## config.mk

```make
export PLATFORM = sky130hd
export DESIGN_NAME = gcd_unit
export DESIGN_NICKNAME = d
export VERILOG_FILES = /design/src/rtl/gcd_unit.sv
export SDC_FILE = /design/constraint.sdc
export NUM_CORES = 1
export LEC_CHECK = 0
export ABC_AREA = 1
export CELL_PAD_IN_SITES_DETAIL_PLACEMENT = 0
export CELL_PAD_IN_SITES_GLOBAL_PLACEMENT = 1
export CORE_UTILIZATION = 42
export DETAILED_ROUTE_END_ITERATION = 8
export GPL_TIMING_DRIVEN = 0
export PLACE_DENSITY = 0.81
export SLEW_MARGIN = 5
export SYNTH_ARGS = -nofsm -noshare
export SYNTH_HDL_FRONTEND = slang
export SYNTH_SLANG_ARGS = --single-unit
```

## constraint.sdc

```tcl
create_clock -name clk_i -period 4.07 [get_ports clk_i]
set_input_delay 0.814 -clock clk_i [delete_from_list [all_inputs] [get_ports clk_i]]
set_output_delay 0.814 -clock clk_i [all_outputs]
set_load 0.05 [all_outputs]
```

## src/rtl/gcd_unit.sv

```systemverilog
// Subtractive GCD engine fed by a registered-read FIFO (A then B), result held under valid/ready.
// Optional CALC-cycle counter output cycles_o when GCD_UNIT_CYCLE_CNT_EN is defined.
module gcd_unit #(
    parameter int DATA_WIDTH = 4
) (
    input  logic                  clk_i,
    input  logic                  rst_ni,
    input  logic                  fifo_empty_i,
    input  logic [DATA_WIDTH-1:0] fifo_data_i,
    output logic                  rd_en_o,
    output logic [DATA_WIDTH-1:0] res_o,
    output logic                  res_valid_o,
`ifdef GCD_UNIT_CYCLE_CNT_EN
    output logic [DATA_WIDTH:0]   cycles_o,
`endif
    input  logic                  res_ready_i
);

    // Result handshake: res_valid_o/res_o stay stable until a cycle with
    // res_ready_i=1; the transfer completes on that rising edge.
    typedef enum logic [2:0] {
        IDLE, RD_A, CAP_A, RD_B, CAP_B, CALC, DONE
    } state_t;

    state_t                state_q, state_d;
    logic [DATA_WIDTH-1:0] a_q, a_d;
    logic [DATA_WIDTH-1:0] b_q, b_d;
    logic [DATA_WIDTH-1:0] res_q, res_d;

    always_ff @(posedge clk_i or negedge rst_ni) begin
        if (!rst_ni) begin
            state_q <= IDLE;
            a_q     <= '0;
            b_q     <= '0;
            res_q   <= '0;
        end else begin
            state_q <= state_d;
            a_q     <= a_d;
            b_q     <= b_d;
            res_q   <= res_d;
        end
    end

    always_comb begin
        state_d     = state_q;
        a_d         = a_q;
        b_d         = b_q;
        res_d       = res_q;
        rd_en_o     = 1'b0;
        res_valid_o = 1'b0;
        case (state_q)
            IDLE: state_d = RD_A;
            RD_A: begin
                rd_en_o = !fifo_empty_i;
                if (rd_en_o) state_d = CAP_A;
            end
            CAP_A: begin
                a_d     = fifo_data_i;
                state_d = RD_B;
            end
            RD_B: begin
                rd_en_o = !fifo_empty_i;
                if (rd_en_o) state_d = CAP_B;
            end
            CAP_B: begin
                b_d     = fifo_data_i;
                state_d = CALC;
            end
            CALC: begin
                // A zero operand ends the loop: gcd(x,0)=x, and gcd(0,0)=0 falls out.
                if (a_q == b_q || a_q == '0 || b_q == '0) begin
                    res_d   = (a_q == '0) ? b_q : a_q;
                    state_d = DONE;
                end else if (a_q > b_q) begin
                    a_d = a_q - b_q;
                end else begin
                    b_d = b_q - a_q;
                end
            end
            DONE: begin
                res_valid_o = 1'b1;
                if (res_ready_i) state_d = IDLE;
            end
            default: state_d = IDLE;
        endcase
    end

    assign res_o = res_q;

`ifdef GCD_UNIT_CYCLE_CNT_EN
    logic [DATA_WIDTH:0] cnt_q, cnt_d;

    always_comb begin
        cnt_d = cnt_q;
        if (state_q == CAP_B)     cnt_d = '0;
        else if (state_q == CALC) cnt_d = cnt_q + (DATA_WIDTH+1)'(1);
    end

    always_ff @(posedge clk_i or negedge rst_ni) begin
        if (!rst_ni) cnt_q <= '0;
        else         cnt_q <= cnt_d;
    end

    assign cycles_o = cnt_q;
`endif

endmodule

```

==> impl_metrics.json, run 1 <==
{
  "ys_warn_count": 0,
  "critPathRequiredTime_ns": 3.26,
  "reg2regPathDepth": 12,
  "grt_use_total": 0.205,
  "initial_core_util": 0.444,
  "finalMaxSlewViolations": 0,
  "cts_sinks": 15,
  "ys_seq_elements": 15,
  "drtPass1Iterations": 4,
  "dp_slack_ns": 1.04,
  "synth_nets": 172,
  "syn2layout_area_growth_pct": 17.8,
  "use_met2": 0.329,
  "cts_buffer_depth": 2,
  "clk_latency_ns": 0.29,
  "drtIter0Drc": 23,
  "final_cell_mix": "nand2_1 (61), inv_1 (17), dfrtp_1 (15)",
  "crit_type": "input port to output pin",
  "die_w_um": 53.0,
  "cts_tree": "yes",
  "htreeDepth": 1,
  "cts_buffers": 3,
  "rsz0062_at_grt": "false",
  "reg2reg_setup_slack_ns": 2.23,
  "avgRoutedWirePerCell_um": 11.7,
  "avgSynthCellArea_um2": 7.04,
  "nNetsFinal": 190,
  "synth_cell_type_count": 22,
  "max_freq_mhz": 331,
  "grt_pass1_wl_um": 4040,
  "fin_tns_setup_ns": 0,
  "relSlewSlack": 0.529,
  "clk_pin_slew_worst_paths_ns": 0.09,
  "hold_buffers": 0,
  "holdPathStages": 2,
  "cts_root_buffer": "clkbuf_4",
  "port_buffers": 13,
  "ios": 14,
  "diodes": 0,
  "fin_crit_ns": 3.02,
  "antenna_left": 0,
  "hold_class": "flop to flop",
  "fin_worst_skew_ns": 0.00569,
  "vias": 1012,
  "use_met3": 0.0517,
  "cts_resized": 0,
  "die-area_um2": 2810,
  "antenna_found_initial": 0,
  "drive_above_1_share": 0.0698,
  "cp.arrival_ns": 2.21,
  "ys_seq_area_frac": 0.344,
  "dp.cells": 198,
  "outcome": "complete, no violations",
  "final_common_cell": "nand2_1",
  "syn_area_um2": 1090,
  "drc": 0,
  "critical_path_peak_fanout": 2,
  "core_um2": 2450,
  "vias_per_cell": 5.01,
  "drv_cap": 0,
  "fin_cells": 202,
  "routabilityCongestion": 0.847,
  "cp-start-kind": "input port",
  "finalHoldViolations": 0,
  "syn_inst": 155,
  "grt_pass1_vias": 904,
  "fin_crit_sh": 0.743,
  "rr_endpoint": "a_q[0]$_DFFE_PN0P_",
  "r2r_start": "a_q[0]$_DFFE_PN0P_",
  "wirelength_um": 2360,
  "post_cts_buffers": 0,
  "endpoint_kind": "output pin",
  "finalWorstSetupSlack_ns": 1.05,
  "grt_max_degree": 16,
  "met1_usage": 0.268,
  "final_core_util": 0.523,
  "top_usage_layer": "met2",
  "tightest_slew_ns": 0.705,
  "die_height_um": 53.0,
  "min_to": "res_o[3]$_DFFE_PN0P_",
  "rows": 18,
  "dp_hpwl_um": 1910,
  "gr-total-overflow": 0,
  "hp-start": "res_o[3]$_DFFE_PN0P_",
  "setup_viol": 0
}
==> cell type report <==
class	count	area (um2)
Multi-Input combinational cell	119	632
Buffer	1	7.51
Fill cell	244	1170
Clock buffer	4	26.3
Inverter	20	76.3
Sequential cell	15	375
Tap cell	30	37.5
Timing Repair Buffer	13	130
==> cell usage after synthesis (all sizes together) <==
library cell | number | area share
nand2 | 65 | 0.24
inv | 19 | 0.065
dfrtp | 15 | 0.34
nand3 | 11 | 0.062
nor2 | 11 | 0.038
o21ai | 8 | 0.037
ha | 7 | 0.080
a21oi | 4 | 0.018
nand4 | 4 | 0.023
a31oi | 2 | 0.011
fa | 2 | 0.037
nor3 | 2 | 0.0092
buf | 1 | 0.0069
clkinv | 1 | 0.0046
nor3b | 1 | 0.0069
o21a | 1 | 0.0069
xnor2 | 1 | 0.0080
==> cell families (layout without fill, tap and decap cells) <==
| family | Yosys count | after routing | synth area share |
|---|---|---|---|
| buf+inv | 21 | 38 | 0.0768 |
| flops | 15 | 15 | 0.344 |
| xor+xnor | 1 | 1 | 0.00803 |
| simple gates | 94 | 94 | 0.381 |
| compound gates | 15 | 15 | 0.0734 |
| fa+ha+maj | 9 | 9 | 0.117 |
==> metrics by stage <==
step	hold WS (ns)	cell area [um2]
5_1_grt	0.522	1280
4_1_cts	0.496	1280
2_1_floorplan	0.471	1090
3_3_place_gp	0.462	1260
3_5_place_dp	0.472	1260
6_report	0.490	1280
==> sequential cells by signal (all words and copies together) (netlist names) <==
signal / count
a_q: 4
b_q: 4
res_o: 4
state_q: 3
==> worst max path at each step <==
stage | from | endpoint | slack (ns)
6_report | fifo_empty_i | rd_en_o | 1.05
5_1_grt | fifo_empty_i | rd_en_o | 1.00
4_1_cts | fifo_empty_i | rd_en_o | 1.04
3_5_place_dp | fifo_empty_i | rd_en_o | 1.04
3_3_place_gp | fifo_empty_i | rd_en_o | 1.04
2_1_floorplan | fifo_empty_i | rd_en_o | 1.37
==> per-layer routing <==
| layer | part of all wire | vias to the layer above |
|---|---|---|
| met2 | 0.47 | 14 |
| met3 | 0.028 | 4 |
| met1 | 0.49 | 463 |
| met4 | 0.011 | 0 |
| met5 | 0 | - |
| li1 | - | 531 |
==> critical path: stages <==
cell and delay (ns):
clkdlybuf4s50_1 0.41, nor3_1 0.16, clkdlybuf4s50_1 0.82
Power of run 1 is not shown: default switching activity piles up to over one toggle a cycle in this logic, so the estimate is an artifact.
==> run 2: changes to the inputs <==
- CORE_UTILIZATION: 42 -> 35
- PLACE_DENSITY: 0.81 -> 0.72
- clock period: 4.07 -> 2.7 ns (I/O delays scaled with it)
==> impl_metrics.json, run 2 (synthesized netlist as in run 1, its figures left out) <==
{
  "hold_class": "flop to flop",
  "clk_pin_slew_worst_paths_ns": 0.08,
  "diodes": 0,
  "fin_worst_skew_ns": 0.00240,
  "finalMaxSlewViolations": 0,
  "routed-wl-met3_um": 86,
  "placed_area_um2": 1260,
  "grt_pass1_vias": 964,
  "die_w_um": 57.8,
  "cp-start-kind": "input port",
  "cpMostUsedCell": "clkdlybuf4s50_1",
  "core_um2": 2850,
  "crit_type": "input port to output pin",
  "initial_core_util": 0.382,
  "max_freq_mhz": 398,
  "grt_max_degree": 16,
  "htreeDepth": 1,
  "ios": 14,
  "grt_pass1_wl_um": 4420,
  "max_stage_delay_ns": 0.83,
  "avgRoutedWirePerCell_um": 12.1,
  "path_cells": "clkdlybuf4s50_1 -> nor3_1 -> clkdlybuf4s50_1",
  "finalHoldViolations": 0,
  "drtPass1Iterations": 6,
  "post_cts_buffers": 0,
  "cts_root_buffer": "clkbuf_4",
  "path_buf_inv": 2,
  "routabilityCongestion": 0.822,
  "antenna_found_initial": 0,
  "cp.arrival_ns": 1.97,
  "slowest_stage": "clkdlybuf4s50_1",
  "highest_layer": "met4",
  "cts_buffers": 3,
  "die-area_um2": 3340,
  "route.met2.wl_um": 1160,
  "relSlewSlack": 0.546,
  "cp_top_family": "buffers and inverters",
  "nNetsFinal": 190,
  "die_height_um": 57.8,
  "gr-total-overflow": 0,
  "outcome": "finished, violations left",
  "cts_buffer_depth": 2,
  "post-route-cell-area_um2": 1290,
  "critPathRequiredTime_ns": 2.16,
  "cts_sinks": 15,
  "port_buffers": 13,
  "tightest_slew_ns": 0.679,
  "rows": 19,
  "drtIter0Drc": 47,
  "fin_crit_sh": 0.931,
  "clk_latency_ns": 0.28,
  "fin_tns_setup_ns": 0,
  "dp_hpwl_um": 2000,
  "fin_crit_ns": 2.51,
  "endpoint_kind": "output pin",
  "dp.cells": 199,
  "drv_cap": 0,
  "critical_path_peak_fanout": 2,
  "drc": 1,
  "final_cell_mix": "nand2_1 (61), inv_1 (17), dfrtp_1 (15)",
  "hold_buffers": 0,
  "cts_resized": 0,
  "final_common_cell": "nand2_1",
  "violations": "DRC",
  "syn2layout_area_growth_pct": 17.9,
  "wl_met1_um": 1190,
  "fin_cells": 203,
  "vias_per_cell": 5.01,
  "wirelength_um": 2460,
  "grt_use_total": 0.173,
  "cts_tree": "yes",
  "rsz0062_at_grt": "false",
  "setup_viol": 0,
  "antenna_left": 0,
  "vias": 1018,
  "drive_above_1_share": 0.0698
}
-- run 2: worst paths after layout --
path                       slack [ns]                   end  cells after the start                 start
min                              0.48  res_o[3]$_DFFE_PN0P_                      2  res_o[3]$_DFFE_PN0P_
max                              0.19               rd_en_o                      3          fifo_empty_i
min reg2reg                      0.48  res_o[3]$_DFFE_PN0P_                      2  res_o[3]$_DFFE_PN0P_
max in group asynchronous        1.60    b_q[0]$_DFFE_PN0P_                      1                rst_ni
max reg2reg                      0.80    a_q[1]$_DFFE_PN0P_                     12    a_q[0]$_DFFE_PN0P_
min in group asynchronous        0.67  res_o[3]$_DFFE_PN0P_                      1                rst_ni
-- run 2: worst reg2reg max path, stage by stage (launching register included) --
cell	delay, ns
dfrtp_1	0.42
inv_1	0.09
ha_1	0.16
inv_1	0.07
fa_1	0.40
nand3_1	0.10
nand2_1	0.06
nand2_2	0.13
nand2_2	0.08
nand2_4	0.09
clkinv_2	0.07
nand2_1	0.06
nand2_1	0.05
-- run 2: cell type report --
class | instances | area, um2
Fill cell | 292 | 1570
Buffer | 1 | 7.51
Sequential cell | 15 | 375
Multi-Input combinational cell | 119 | 632
Timing Repair Buffer | 13 | 130
Inverter | 20 | 76.3
Tap cell | 31 | 38.8
Clock buffer | 4 | 26.3
-- run 2: per-stage QoR --
step	hold WS (ns)	util	setup WS, ns
global route	0.519	0.451	0.132
floorplan	0.244	-	0.544
global placement	0.462	0.442	0.205
detailed placement	0.465	0.442	0.180
CTS	0.488	0.451	0.174
finish	0.479	0.451	0.188
-- run 2: metal layers --
layer / global-route usage / vias to the layer above
li1: - / 527
met1: 0.241 / 471
met2: 0.274 / 18
met3: 0.0402 / 2
met4: 0.0408 / 0
met5: 0 / -
Power of run 2 is left out for the same reason.
==> run 3: changes to the inputs <==
- CORE_UTILIZATION: 35 -> 39
- PLACE_DENSITY: 0.72 -> 0.76
- clock period: 2.7 -> 2.6 ns (I/O delays scaled with it)
==> impl_metrics.json, run 3 (synthesized netlist as in run 1, its figures left out) <==
{
  "drc": 0,
  "post_cts_buffers": 0,
  "critPathRequiredTime_ns": 2.08,
  "finalHoldViolations": 0,
  "final_common_cell": "nand2_1",
  "die-area_um2": 3010,
  "diodes": 0,
  "final_cell_mix": "nand2_1 (61), inv_1 (17), dfrtp_1 (15)",
  "dp.cells": 198,
  "setup_viol": 0,
  "relSlewSlack": 0.542,
  "drive_above_1_share": 0.0698,
  "max_freq_mhz": 411,
  "tightest_slew_ns": 0.685,
  "fin_tns_setup_ns": 0,
  "clk_latency_ns": 0.29,
  "cts_sinks": 15,
  "cp-start-kind": "input port",
  "drtIter0Drc": 22,
  "avgRoutedWirePerCell_um": 12.7,
  "cts_resized": 0,
  "drtPass1Iterations": 4,
  "grt_max_degree": 16,
  "cts_buffers": 3,
  "antenna_left": 0,
  "vias_per_cell": 5.13,
  "hold_buffers": 0,
  "rsz0062_at_grt": "false",
  "hold_class": "flop to flop",
  "port_buffers": 13,
  "initial_core_util": 0.425,
  "drv_cap": 0,
  "cts_buffer_depth": 2,
  "outcome": "complete, no violations",
  "grt_use_total": 0.210,
  "endpoint_kind": "output pin",
  "ios": 14,
  "grt_pass1_wl_um": 4310,
  "cp.arrival_ns": 1.92,
  "cts_root_buffer": "clkbuf_4",
  "core_um2": 2570,
  "critical_path_peak_fanout": 2,
  "rows": 18,
  "htreeDepth": 1,
  "syn2layout_area_growth_pct": 17.8,
  "nNetsFinal": 190,
  "crit_type": "input port to output pin",
  "fin_worst_skew_ns": 0.00420,
  "wirelength_um": 2560,
  "die_height_um": 54.9,
  "antenna_found_initial": 0,
  "fin_cells": 202,
  "fin_hold_ws_ns": 0.482,
  "cts_tree": "yes",
  "grt_pass1_vias": 929,
  "die_w_um": 54.9,
  "routabilityCongestion": 0.825,
  "clk_pin_slew_worst_paths_ns": 0.09,
  "gr-total-overflow": 0,
  "finalMaxSlewViolations": 0,
  "fin_crit_ns": 2.44,
  "vias": 1036,
  "dp_hpwl_um": 2090,
  "fin_crit_sh": 0.937
}
run 3: per-layer routing:
layer	track usage	up-vias	wire [um]	share of wire
met4	0.0708	0	60	0.023
met5	0	-	0	0
met3	0.0492	6	67	0.026
met1	0.295	480	1270	0.50
met2	0.313	20	1160	0.45
li1	-	530	-	-
run 3: worst paths after layout:
| check | cells after the start | from | slack, ns | end |
|---|---|---|---|---|
| max | 3 | fifo_empty_i | 0.16 | rd_en_o |
| min reg2reg | 2 | res_o[1]$_DFFE_PN0P_ | 0.48 | res_o[1]$_DFFE_PN0P_ |
| min in group asynchronous | 1 | rst_ni | 0.64 | b_q[2]$_DFFE_PN0P_ |
| max reg2reg | 11 | a_q[2]$_DFFE_PN0P_ | 0.69 | b_q[3]$_DFFE_PN0P_ |
| max in group asynchronous | 1 | rst_ni | 1.52 | a_q[1]$_DFFE_PN0P_ |
| min | 2 | res_o[1]$_DFFE_PN0P_ | 0.48 | res_o[1]$_DFFE_PN0P_ |
run 3: layout make-up:
type	count	area (um2)
fill	272	1280
multi-input combinational	119	632
sequential	15	375
timing repair buffer	13	130
inverter	20	76.3
tap	30	37.5
clock buffer	4	26.3
buffer	1	7.51
run 3: through the flow:
step | area (um2) | setup WS [ns] | util
finish | 1280 | 0.164 | 0.500
detailed placement | 1260 | 0.160 | 0.490
CTS | 1280 | 0.155 | 0.500
global route | 1280 | 0.0941 | 0.500
global placement | 1260 | 0.156 | 0.490
floorplan | 1090 | 0.484 | -
run 3: worst max-delay path, cell delays in order:
cell             delay, ns
clkdlybuf4s50_1       0.41
nor3_1                0.16
clkdlybuf4s50_1       0.82
Power of run 3 is left out for the same reason.
